$ cat config.mk
export PLATFORM = sky130hd
export DESIGN_NAME = commit_trace_serializer
export DESIGN_NICKNAME = d
export VERILOG_FILES = /design/src/rtl/commit_trace_serializer.sv
export SDC_FILE = /design/constraint.sdc
export NUM_CORES = 1
export LEC_CHECK = 0
export CAP_MARGIN = 5
export CELL_PAD_IN_SITES_DETAIL_PLACEMENT = 1
export CELL_PAD_IN_SITES_GLOBAL_PLACEMENT = 1
export CORE_AREA = 2 2 305 307
export CTS_CLUSTER_DIAMETER = 40
export DETAILED_ROUTE_END_ITERATION = 10
export DIE_AREA = 0 0 307 309
export PLACE_DENSITY_LB_ADDON = 0.08
export SLEW_MARGIN = 20
export SYNTH_ARGS = -nofsm -noshare
export SYNTH_HDL_FRONTEND = slang
export SYNTH_SLANG_ARGS = --single-unit
$ cat constraint.sdc
create_clock -name clk_i -period 16.1 [get_ports clk_i]
set_clock_uncertainty 0.2 [all_clocks]
set_input_delay 3.22 -clock clk_i [delete_from_list [all_inputs] [get_ports clk_i]]
set_output_delay 3.22 -clock clk_i [all_outputs]
set_load 0.005 [all_outputs]
$ cat src/rtl/commit_trace_serializer.sv
// commit_trace_serializer
// Collects up to two retired instructions per cycle from a dual-issue commit
// stage and serializes them, oldest first, into a single-entry-per-cycle
// trace stream through a DEPTH-entry FIFO.
//
// Ports
//   clk_i                  sole clock, rising edge
//   rst_i                  asynchronous reset, active-high
//   c0_* / c1_*            retire slot 0 (older) and slot 1 (younger):
//                          valid, pc, instr, rd, rd_data
//   accept_o               retire slots are accepted this cycle (free >= 2)
//   ready_i                trace sink consumes the current output entry
//   update_o               output entry valid (FIFO non-empty)
//   pc_o, instr_o          head entry pc / instruction
//   reg_addr_o, reg_data_o head entry rd / rd value
//   overflow_o             sticky: a commit was dropped
//   retired_o              count of entries popped (wraps)
module commit_trace_serializer #(
    parameter int XLEN  = 32,
    parameter int DEPTH = 8
) (
    input  logic            clk_i,
    input  logic            rst_i,
    input  logic            c0_valid_i,
    input  logic [XLEN-1:0] c0_pc_i,
    input  logic [XLEN-1:0] c0_instr_i,
    input  logic [4:0]      c0_rd_i,
    input  logic [XLEN-1:0] c0_rd_data_i,
    input  logic            c1_valid_i,
    input  logic [XLEN-1:0] c1_pc_i,
    input  logic [XLEN-1:0] c1_instr_i,
    input  logic [4:0]      c1_rd_i,
    input  logic [XLEN-1:0] c1_rd_data_i,
    output logic            accept_o,
    input  logic            ready_i,
    output logic            update_o,
    output logic [XLEN-1:0] pc_o,
    output logic [XLEN-1:0] instr_o,
    output logic [4:0]      reg_addr_o,
    output logic [XLEN-1:0] reg_data_o,
    output logic            overflow_o,
    output logic [31:0]     retired_o
);

    localparam int AW = $clog2(DEPTH);
    localparam logic [AW:0] C_DEPTH = (AW + 1)'(DEPTH);
    localparam logic [AW:0] C_TWO   = (AW + 1)'(2);

    // FIFO storage; contents are only observable through update_o gating,
    // so the arrays carry no reset.
    logic [XLEN-1:0] r_mem_pc    [DEPTH];
    logic [XLEN-1:0] r_mem_instr [DEPTH];
    logic [4:0]      r_mem_rd    [DEPTH];
    logic [XLEN-1:0] r_mem_data  [DEPTH];

    logic [AW-1:0] r_wptr;
    logic [AW-1:0] r_rptr;
    logic [AW:0]   r_count;
    logic          r_overflow;
    logic [31:0]   r_retired;

    logic [AW:0]     w_free;
    logic            w_accept;
    logic            w_empty;
    logic            w_pop;
    logic            w_push0;
    logic            w_push1;
    logic [AW:0]     w_push_cnt;
    logic [AW-1:0]   w_slot1_ptr;
    logic [XLEN-1:0] w_data0;
    logic [XLEN-1:0] w_data1;

    // Push/pop control derived from occupancy before this cycle's pop.
    always_comb begin
        w_free      = C_DEPTH - r_count;
        w_accept    = (w_free >= C_TWO);
        w_empty     = (r_count == {(AW + 1){1'b0}});
        w_pop       = (!w_empty) && ready_i;
        w_push0     = w_accept && c0_valid_i;
        w_push1     = w_accept && c1_valid_i;
        w_push_cnt  = (AW + 1)'(w_push0) + (AW + 1)'(w_push1);
        // Slot 1 lands right behind slot 0, or alone at the write pointer.
        if (w_push0) begin
            w_slot1_ptr = r_wptr + AW'(1);
        end else begin
            w_slot1_ptr = r_wptr;
        end
        // x0 is never written, so its trace value is forced to zero.
        if (c0_rd_i == 5'd0) begin
            w_data0 = {XLEN{1'b0}};
        end else begin
            w_data0 = c0_rd_data_i;
        end
        if (c1_rd_i == 5'd0) begin
            w_data1 = {XLEN{1'b0}};
        end else begin
            w_data1 = c1_rd_data_i;
        end
    end

    // FIFO storage write port for both retire slots.
    always_ff @(posedge clk_i) begin
        if (w_push0 && !rst_i) begin
            r_mem_pc[r_wptr]    <= c0_pc_i;
            r_mem_instr[r_wptr] <= c0_instr_i;
            r_mem_rd[r_wptr]    <= c0_rd_i;
            r_mem_data[r_wptr]  <= w_data0;
        end
        if (w_push1 && !rst_i) begin
            r_mem_pc[w_slot1_ptr]    <= c1_pc_i;
            r_mem_instr[w_slot1_ptr] <= c1_instr_i;
            r_mem_rd[w_slot1_ptr]    <= c1_rd_i;
            r_mem_data[w_slot1_ptr]  <= w_data1;
        end
    end

    // Pointers, occupancy, sticky overflow and retire counter.
    always_ff @(posedge clk_i or posedge rst_i) begin
        if (rst_i) begin
            r_wptr     <= {AW{1'b0}};
            r_rptr     <= {AW{1'b0}};
            r_count    <= {(AW + 1){1'b0}};
            r_overflow <= 1'b0;
            r_retired  <= 32'd0;
        end else begin
            // Pointer arithmetic wraps naturally because DEPTH is a power of two.
            r_wptr    <= r_wptr + w_push_cnt[AW-1:0];
            r_rptr    <= r_rptr + AW'(w_pop);
            r_count   <= r_count + w_push_cnt - (AW + 1)'(w_pop);
            r_retired <= r_retired + 32'(w_pop);
            if ((!w_accept) && (c0_valid_i || c1_valid_i)) begin
                r_overflow <= 1'b1;
            end else begin
                r_overflow <= r_overflow;
            end
        end
    end

    // Head entry presentation; data outputs are zero while the FIFO is empty.
    always_comb begin
        if (!w_empty) begin
            pc_o       = r_mem_pc[r_rptr];
            instr_o    = r_mem_instr[r_rptr];
            reg_addr_o = r_mem_rd[r_rptr];
            reg_data_o = r_mem_data[r_rptr];
        end else begin
            pc_o       = {XLEN{1'b0}};
            instr_o    = {XLEN{1'b0}};
            reg_addr_o = 5'd0;
            reg_data_o = {XLEN{1'b0}};
        end
    end

    assign accept_o   = w_accept;
    assign update_o   = !w_empty;
    assign overflow_o = r_overflow;
    assign retired_o  = r_retired;

endmodule

==> results.toml <==
[power]
peakVddDrop_uv = 248
p_switching_mw = 3.78
leakagePower_nw = 18.8
p_per_area_mw_per_mm2 = 196
sw_frac_of_total_pct = 35.3
power_frac_clock_pct = 29.2
seq_power_share_pct = 29.8
p_comb_share_pct = 41.1
internal_power_mw = 6.93

[setup_path]
path_delay_family = "buffers and inverters"
cp-end-kind = "primary output"
startpoint_type = "register"
startpoint = "r_rptr[0]$_DFF_PP0_"
reg2reg_to = "r_mem_pc[7][16]$_DFFE_PP_"
path_cells = "buf_4, buf_4, mux4_2, mux2i_1, nor2_1, clkdlybuf4s50_1"
crit_path_top_delay_cell = "buf_4"
endpoint = "pc_o[21]"
arrival_ps = 4850
crit_path_max_incr_delay_ps = 900
crit_fanout = 45
timing.rr.start = "r_count[0]$_DFF_PP0_"
critPathMostFrequentCell = "buf_4"
rrSetupSlack_ps = 10670
crit_cells = 6
path_buf_inv = 3
worst-endpoint-required_ps = 12680
criticalPathCategory = "reg -> out"
ff2ff_path_depth = 11

[synth]
synth_edf_count = 808
synth_area_mm2 = 0.0456
synth_ff_type = "edfxtp_1"
async_reset_ff_share_pct = 5.05
syn_nets = 3262
synth_seq_cells = 851
yosysUniqueCellTypes = 53
ys_warn_count = 0
yosysSeqAreaShare_pct = 55.6
synthCells = 3038
syn_avg_cell_area_um2 = 15.0

[sta]
finalSetupTns_ps = 0
fin_crit_ps = 8270
period_share_pct = 51.4
rsz0062_at_grt = "no"
max_freq_mhz = 121
tightest_slew_ps = 1140
slew_violations = 0
slew_headroom_pct = 23.7
setup_viol = 0
hold_viol_final = 0
hold_ws_ps = 297

[grt]
grt_pass1_vias = 33000
grt_overflow = 0
grt_pass1_wl_mm = 210
antenna_found_initial = 10
track_usage_pct = 29.8
grt_max_degree = 138

[floorplanning]
row_count = 111
fp.dieArea_mm2 = 0.0949
coreArea_mm2 = 0.0914
ioPinCount = 343
start_util_pct = 49.9
die_x_um = 307
dieHeight_um = 309

[routing]
first_pass_iters = 5
drt-total-wl_mm = 141
wl_per_cell_um = 30.6
drc = 0
drt_iter0_drc = 2341
detail-route-antenna-nets = 0
via_count = 29800
vias_per_cell = 6.47

[cts]
cts_tree = "done"
htreeDepth = 4
cts-root-buf = "clkbuf_16"
ctsLongestPathBuffers = 3
ctsResizeCount = 0
clk_latency_ps = 720
hold_buffers = 0
numCtsBuffers = 134
cts_num_sinks = 851
post-cts-setup-buffers = 0
clk_pin_slew_ps = 50

[placed_design]
place_congestion = 0.843
portBuffers = 342
dp_hpwl_mm = 78.3

[final_layout]
final_cell_mix = "edfxtp_1, mux2_2, clkdlybuf4s50_1"
drive_gt1_share_pct = 33.6
nets = 3538
n_fill_cell = 8363
area_delta_synth_final_pct = 20.0
final_common_cell = "edfxtp_1"

[flow_run]
cap_violations = 0

[worst_hold_path]
hp-class = "reg -> reg"

[outcome]
status = "completed"
## worst reg2reg max path, stage by stage (launching register included)
cell     delay [ps]
dfrtp_1         430
inv_1           100
ha_1            240
xnor2_1         220
or3_1           290
o21ai_4         100
buf_12          340
inv_1           200
nand3_1         350
o21ai_4         980
buf_4           980
buf_4           640
## power groups by stage
stage | Sequential (mW) | Clock [mW] | Combinational (mW)
floorplan | 3.21 | 0 | 2.68
global placement | 3.20 | 0 | 4.25
detailed placement | 3.23 | 0 | 4.36
CTS | 3.19 | 3.16 | 4.40
global route | 3.22 | 3.24 | 4.66
finish | 3.19 | 3.13 | 4.40
## how the worst min path moves through the flow
stage                                  from                      end  slack [ps]  cells after the start
finish              retired_o[20]$_DFF_PP0_  retired_o[20]$_DFF_PP0_         300                      1
global placement    retired_o[20]$_DFF_PP0_  retired_o[20]$_DFF_PP0_         280                      1
floorplan           retired_o[31]$_DFF_PP0_  retired_o[31]$_DFF_PP0_         260                      1
CTS                 retired_o[26]$_DFF_PP0_  retired_o[26]$_DFF_PP0_         310                      1
global route         overflow_o$_DFFE_PP0P_   overflow_o$_DFFE_PP0P_         310                      1
detailed placement   overflow_o$_DFFE_PP0P_   overflow_o$_DFFE_PP0P_         270                      1
## kinds of logic (layout without fill, tap and decap cells)
kind of cell / after synthesis / in the layout / share of synthesized area (%)
AO/OA/AOI/OAI: 289 / 289 / 5.06
XOR/XNOR: 40 / 40 / 0.785
adder cells (fa/ha/maj): 17 / 17 / 0.500
buffers and inverters: 287 / 673 / 3.25
flip-flops: 851 / 851 / 55.6
multiplexers: 987 / 987 / 29.3
other: 0 / 6 / 0
AND/OR/NAND/NOR: 567 / 567 / 5.56
## metrics by stage
step	setup WS [ps]	instances	cell area, um2	util [%]	total power [mW]
floorplan	943	3038	45600	-	5.89
global placement	7690	4362	49800	54.5	7.45
detailed placement	7580	4362	49800	54.5	7.58
CTS	7680	4608	54600	59.8	10.7
global route	7460	4612	54700	59.9	11.1
finish	7830	4616	54700	59.9	10.7
## registers in the layout (all words and copies together), names as in the netlist
| register | cells |
|---|---|
| overflow_o | 1 |
| retired_o | 32 |
| r_count | 4 |
| r_mem_pc | 256 |
| r_wptr | 3 |
| r_mem_rd | 40 |
| r_mem_instr | 256 |
| r_rptr | 3 |
| r_mem_data | 256 |
## synth_stat cells (2+ instances only)
cell type | instances | area, um2
edfxtp_1 | 808 | 24300
mux2_2 | 606 | 6820
o211ai_1 | 257 | 1930
nand2_1 | 205 | 769
mux4_2 | 202 | 4550
nand3_1 | 172 | 861
clkbuf_1 | 125 | 469
nor2_1 | 121 | 454
mux2i_1 | 105 | 1050
buf_1 | 61 | 229
mux2_1 | 52 | 586
dfrtp_1 | 43 | 1080
buf_6 | 42 | 473
nand4_1 | 40 | 250
inv_1 | 25 | 93.8
xnor2_1 | 25 | 219
mux2_4 | 22 | 330
buf_2 | 19 | 95.1
ha_1 | 15 | 188
buf_4 | 14 | 105
xor2_1 | 14 | 123
nor4_1 | 6 | 37.5
a21oi_1 | 5 | 25.0
a22oi_1 | 4 | 30.0
a32oi_4 | 4 | 110
o21ai_0 | 4 | 20.0
a22oi_4 | 3 | 63.8
and2_1 | 3 | 18.8
nor3_1 | 3 | 15.0
o41ai_1 | 3 | 26.3
or2_2 | 3 | 18.8
and3_1 | 2 | 12.5
and4_1 | 2 | 17.5
fa_1 | 2 | 40.0
nand2b_1 | 2 | 12.5
nor2b_1 | 2 | 12.5
## metal layers
metal  vias up  wire length, um  GRT usage, %
li1      12700                -             -
met1     15500            55100          37.1
met2      1230            71400          52.0
met3       372             9740          5.18
met4        12             4790          11.6
met5         -               82             0
## final cells by class
class                   instances  area (um2)  area share, %
flip-flops and latches        851       25400           46.3
diodes                          6        15.0         0.0274
repair buffers                402        3950           7.21
clock buffers                 160        3610           6.60
inverters                      25        95.1          0.174
clock inverters                86        1240           2.27
multi-input cells            1900       19000           34.7
well taps                    1186        1480           2.71
Power figures use the tool's default switching activity.
